$ cat src/rtl/tape_ram_injector.sv
// -----------------------------------------------------------------------------
// tape_ram_injector
//   Takes the byte-write stream of the .TAP parser and commits each byte into
//   Lynx main RAM by taking the Z80 bus (BUSRQ/BUSAK). Address 16'hFFFF is the
//   bank-switch port: writes to it update bank_reg and never strobe RAM.
//   A small FIFO absorbs the difference between the download rate and the
//   bus-grant latency.
//
// Optional feature macro: TAPE_CHECKSUM_EN
//   When defined, checksum accumulates (mod 256) every byte written to RAM.
//   When undefined, checksum is tied to 8'h00.
//
// Ports
//   clk, reset            clock, synchronous active-high reset
//   tape_wr               write-enable level from the parser (held across bytes)
//   tape_addr, tape_dout  target address and byte
//   busak_n               Z80 bus acknowledge (active low)
//   busrq_n               Z80 bus request (active low)
//   ram_addr, ram_din     RAM address/data, valid one cycle before and while ram_we
//   ram_we                RAM write strobe, WR_CYCLES cycles per byte
//   bank_reg              last byte written to the bank-switch port
//   overflow              sticky: a byte was dropped because the FIFO was full
//   checksum              running sum of RAM bytes (see macro above)
//   dbg_state             current FSM state encoding
//
// Handshake: a FIFO entry is consumed (popped) only in a cycle where the
// injector owns the bus (busak_n low seen in REQ, or already in NEXT/HOLD)
// and the FIFO is non-empty; push happens one cycle after a write is captured.
// -----------------------------------------------------------------------------
module tape_ram_injector #(
  parameter int FIFO_AW     = 2,
  parameter int WR_CYCLES   = 2,
  parameter int HOLD_CYCLES = 8
) (
  input  logic        clk,
  input  logic        reset,
  input  logic        tape_wr,
  input  logic [15:0] tape_addr,
  input  logic [7:0]  tape_dout,
  input  logic        busak_n,
  output logic        busrq_n,
  output logic [15:0] ram_addr,
  output logic [7:0]  ram_din,
  output logic        ram_we,
  output logic [7:0]  bank_reg,
  output logic        overflow,
  output logic [7:0]  checksum,
  output logic [2:0]  dbg_state
);

  localparam int DEPTH = 1 << FIFO_AW;
  localparam int HW    = $clog2(HOLD_CYCLES + 1);
  localparam logic [FIFO_AW:0] PTR_ONE = 1;
  localparam logic [15:0]      BANK_PORT = 16'hFFFF;

  typedef enum logic [2:0] {
    S_IDLE  = 3'd0,
    S_REQ   = 3'd1,
    S_WRITE = 3'd2,
    S_NEXT  = 3'd3,
    S_HOLD  = 3'd4
  } state_t;

  // ---------------- capture ----------------
  logic [23:0] pair;
  logic        accept;
  logic        prev_wr_q;
  logic [23:0] last_q;
  logic [23:0] cap_q;
  logic        cap_vld_q;

  assign pair   = {tape_addr, tape_dout};
  // tape_wr is a level: a new byte is a rising level or a changed pair
  assign accept = tape_wr && (!prev_wr_q || (pair != last_q));

  always_ff @(posedge clk) begin
    if (reset) begin
      prev_wr_q <= 1'b0;
      last_q    <= '0;
      cap_q     <= '0;
      cap_vld_q <= 1'b0;
    end else begin
      prev_wr_q <= tape_wr;
      cap_vld_q <= accept;
      if (accept) begin
        last_q <= pair;
        cap_q  <= pair;
      end
    end
  end

  // ---------------- FIFO ----------------
  logic [23:0]      mem_q [DEPTH];
  logic [FIFO_AW:0] wptr_q, rptr_q;
  logic             empty, full, push, pop;
  logic [23:0]      head;

  assign empty = (wptr_q == rptr_q);
  assign full  = (wptr_q[FIFO_AW] != rptr_q[FIFO_AW]) &&
                 (wptr_q[FIFO_AW-1:0] == rptr_q[FIFO_AW-1:0]);
  assign push  = cap_vld_q && !full;
  assign head  = mem_q[rptr_q[FIFO_AW-1:0]];

  always_ff @(posedge clk) begin
    if (push) mem_q[wptr_q[FIFO_AW-1:0]] <= cap_q;
  end

  always_ff @(posedge clk) begin
    if (reset) begin
      wptr_q     <= '0;
      rptr_q     <= '0;
      overflow   <= 1'b0;
    end else begin
      if (push) wptr_q <= wptr_q + PTR_ONE;
      if (pop)  rptr_q <= rptr_q + PTR_ONE;
      if (cap_vld_q && full) overflow <= 1'b1;
    end
  end

  // ---------------- FSM ----------------
  state_t        state_q;
  logic [23:0]   work_q;
  logic [3:0]    wr_cnt_q;
  logic [HW-1:0] hold_cnt_q;
`ifdef TAPE_CHECKSUM_EN
  logic [7:0]    checksum_q;
  assign checksum = checksum_q;
`else
  assign checksum = 8'h00;
`endif

  assign dbg_state = state_q;

  always_comb begin
    pop = 1'b0;
    case (state_q)
      S_REQ:          pop = !busak_n && !empty;
      S_NEXT, S_HOLD: pop = !empty;
      default:        pop = 1'b0;
    endcase
  end

  always_ff @(posedge clk) begin
    if (reset) begin
      state_q    <= S_IDLE;
      busrq_n    <= 1'b1;
      ram_we     <= 1'b0;
      ram_addr   <= '0;
      ram_din    <= '0;
      bank_reg   <= 8'h00;
      work_q     <= '0;
      wr_cnt_q   <= '0;
      hold_cnt_q <= '0;
`ifdef TAPE_CHECKSUM_EN
      checksum_q <= 8'h00;
`endif
    end else begin
      // Popping loads the work register; RAM address/data are presented
      // right away so they lead ram_we by one cycle. Bank-port entries leave
      // the RAM outputs untouched.
      if (pop) begin
        work_q  <= head;
        state_q <= S_WRITE;
        if (head[23:8] != BANK_PORT) begin
          ram_addr <= head[23:8];
          ram_din  <= head[7:0];
        end
      end
      case (state_q)
        S_IDLE: begin
          if (!empty) begin
            busrq_n <= 1'b0;
            state_q <= S_REQ;
          end
        end
        S_REQ: ;  // advances only through pop
        S_WRITE: begin
          if (work_q[23:8] == BANK_PORT) begin
            bank_reg <= work_q[7:0];
            state_q  <= S_NEXT;
          end else if (!ram_we) begin
            ram_we   <= 1'b1;
            wr_cnt_q <= 4'(WR_CYCLES - 1);
`ifdef TAPE_CHECKSUM_EN
            checksum_q <= checksum_q + ram_din;
`endif
          end else if (wr_cnt_q == 4'd0) begin
            ram_we  <= 1'b0;
            state_q <= S_NEXT;
          end else begin
            wr_cnt_q <= wr_cnt_q - 4'd1;
          end
        end
        S_NEXT: begin
          if (!pop) begin
            hold_cnt_q <= HW'(HOLD_CYCLES - 1);
            state_q    <= S_HOLD;
          end
        end
        S_HOLD: begin
          if (!pop) begin
            if (hold_cnt_q == '0) begin
              busrq_n <= 1'b1;
              state_q <= S_IDLE;
            end else begin
              hold_cnt_q <= hold_cnt_q - 1'b1;
            end
          end
        end
        default: state_q <= S_IDLE;
      endcase
    end
  end

endmodule

$ cat config.mk
export PLATFORM = sky130hd
export DESIGN_NAME = tape_ram_injector
export DESIGN_NICKNAME = d
export VERILOG_FILES = /design/src/rtl/tape_ram_injector.sv
export SDC_FILE = /design/constraint.sdc
export NUM_CORES = 1
export LEC_CHECK = 0
export ABC_AREA = 1
export BUFFER_PORTS_ARGS = -buffer_cell sky130_fd_sc_hd__buf_2
export CAP_MARGIN = 25
export CORE_AREA = 2 2 129 131
export CTS_CLUSTER_SIZE = 20
export DETAILED_ROUTE_END_ITERATION = 7
export DIE_AREA = 0 0 131 133
export GPL_TIMING_DRIVEN = 0
export PLACE_DENSITY = 0.82
export RECOVER_POWER = 50
export SLEW_MARGIN = 20
export SYNTH_ARGS = -nofsm -noshare
export SYNTH_HDL_FRONTEND = slang
export SYNTH_SLANG_ARGS = --single-unit
$ cat constraint.sdc
create_clock -name clk -period 2.25 [get_ports clk]
set_input_delay 0.45 -clock clk [delete_from_list [all_inputs] [get_ports clk]]
set_output_delay 0.45 -clock clk [all_outputs]
set_load 0.01 [all_outputs]
==> results.yml <==
synthesis:
  synth_edf_count: 96
  yosysUniqueCellTypes: 27
  synth_seq_cells: 200
  yosysMostFrequentCell: "nand2_1"
  synth_largest_area_cell: "edfxtp_1"
  synth.top_cell.area_share_pct: 34.6
  netlist_instances: 975
  synth_area_mm2: 0.00834
  yosys_warnings: 0
  ys_seq_area_share_pct: 59.6
  synth_commonest_cells: "nand2_1 (265), nor2_1 (170), dfxtp_1 (104)"
  async_reset_ff_share_pct: 0
  avgSynthCellArea_um2: 8.55
  synth_top_cells_by_area: "edfxtp_1 (35%), dfxtp_1 (25%), nand2_1 (12%)"
  synthFlopType: "dfxtp_1"
die:
  ios: 74
  initial_core_util_pct: 51.6
  core_mm2: 0.0162
  fp.dieH_um: 133
  rows: 47
  die_x_um: 131
  die_area_mm2: 0.0174
final_layout:
  area_growth_syn_to_layout_pct: 15.0
  nNetsFinal: 1104
  largest_reg_flops: 96
  layout-drive-gt1-share_pct: 8.79
  insertedDiodeCount: 0
clocking:
  cts_buffers: 17
  post_cts_buffers: 0
  cts_max_path_buffers: 2
  clock_latency_ps: 440
  ctsResizeCount: 0
  cts_tree: "built"
  hold_buffers: 0
  ctsRootBufferMaster: "clkbuf_16"
  clk_pin_slew_worst_paths_ps: 70
  clock-sinks: 200
  cts_max_level: 4
min_path:
  min_delay_path_depth: 5
  hp-start: "tape_addr[6]"
  hp-class: "in -> reg"
  min_to: "cap_q[14]"
grt:
  grt-ovfl-total: 0
  grt_use_total_pct: 21.1
  grt_pass1_wl_um: 28300
  antenna_found_initial: 0
  first_global_vias: 5938
  grt_max_degree: 25
route:
  ant_nets: 0
  wl_um: 17700
  drt_iter0_drc: 651
  dr.pass1.iters: 5
  vias: 6519
  vias_per_cell: 5.01
  wl_per_cell_um: 13.6
  drc_errors: 0
critical_path:
  required_ps: 2310
  worstReg2RegStart: "rptr_q[0]"
  worst-r2r-cell-count: 4
  cp_max_fo: 24
  r2r-end: "mem_q[2][6]"
  path_class: "reg -> reg"
  ff2ff_setup_slack_ps: 180
  arrival_ps: 2130
  crit_path_start_kind: "register"
  worstSetupEndpointType: "register"
job:
  drv_cap: 0
timing:
  tightest_slew_ps: 796
  holdWs_ps: 360
  slew_headroom_pct: 46.8
  hold_viol: 0
  rsz0062_at_grt: "false"
  setup_viol: 0
  drv_slew: 0
  fmax_mhz: 484
  fin_crit_ps: 2070
  fin_crit_sh_pct: 91.8
  tns_ps: 0
  clock_skew_ps: 7.27
placement:
  port_buffers: 64
  post-dp-hpwl_um: 12400
  routabilityCongestion: 0.874
pwr:
  ir_drop_mv: 0.684
  powerDensity_mw_per_mm2: 817
  p_leak_nw: 3.99
  total_power_mw: 7.83
run_status:
  status: "completed"
-- power breakdown --
part	internal (mW)	switching (mW)
sequential	3.99	0.119
combinational	0.287	0.539
clock	1.64	1.27
total	5.91	1.92
-- how the worst max path moves through the flow --
| stage | depth (start not counted) | end | startpoint |
|---|---|---|---|
| after floorplan | 4 | mem_q[3][0] | rptr_q[2] |
| after global placement | 4 | mem_q[0][17] | rptr_q[0] |
| after detailed placement | 13 | cap_q[11] | tape_addr[1] |
| after CTS | 4 | mem_q[2][17] | rptr_q[0] |
| after global routing | 11 | ram_addr[5] | rptr_q[0] |
| final | 4 | mem_q[2][6] | rptr_q[0] |
-- per-stage QoR --
stage                     util (%)  area (um^2)  worst slack [ps]  std cells
final                         59.3         9590               185       1301
after global routing          59.3         9590              26.4       1301
after CTS                     59.6         9640               189       1301
after detailed placement      56.1         9070               195       1269
after global placement        55.4         8960              -766       1266
after floorplan                  -         8360              44.1        982
-- critical path, cell delays in order, from the launching register on --
cell and delay [ps]:
dfxtp_1 430, xnor2_1 130, nand3_1 100, nand2_1 290, nor2_4 720
-- layout make-up --
type / count / area (um^2)
plain buffers: 48 / 278
fillers: 1384 / 6590
flip-flops and latches: 200 / 4960
clock inverters: 5 / 31.3
well taps: 220 / 275
inverters: 94 / 353
clock buffers: 27 / 536
repair buffers: 67 / 354
multi-input cells: 640 / 2800
-- cell families (layout without fill, tap and decap cells) --
group / Yosys count / count (layout) / share of synthesized area, %
simple gates: 523 / 523 / 25.1
flops: 200 / 200 / 59.6
buf+inv: 142 / 241 / 7.56
compound gates: 95 / 95 / 5.90
fa+ha+maj: 8 / 8 / 1.20
xor+xnor: 6 / 6 / 0.630
other cells: 1 / 8 / 0.0450
-- routing by layer --
layer	vias to the layer above	part of all wire [%]	GRT usage (%)
met5	-	0	0
met2	224	46	33.6
met1	2978	44	28.4
li1	3289	-	-
met3	28	7.3	4.25
met4	0	2.0	8.10
-- cell usage in the layout, fill, tap and decap left out, types with 10 or more instances in the layout --
master	synthesis	routed
nand3_1	68	68
nand2_1	265	265
clkbuf_16	0	19
nor2_1	170	167
clkbuf_1	18	62
inv_1	90	91
buf_4	10	10
edfxtp_1	96	96
o21ai_0	40	40
a21oi_1	44	44
dfxtp_1	104	104
buf_2	12	34
(Power assumes the default switching activity.)
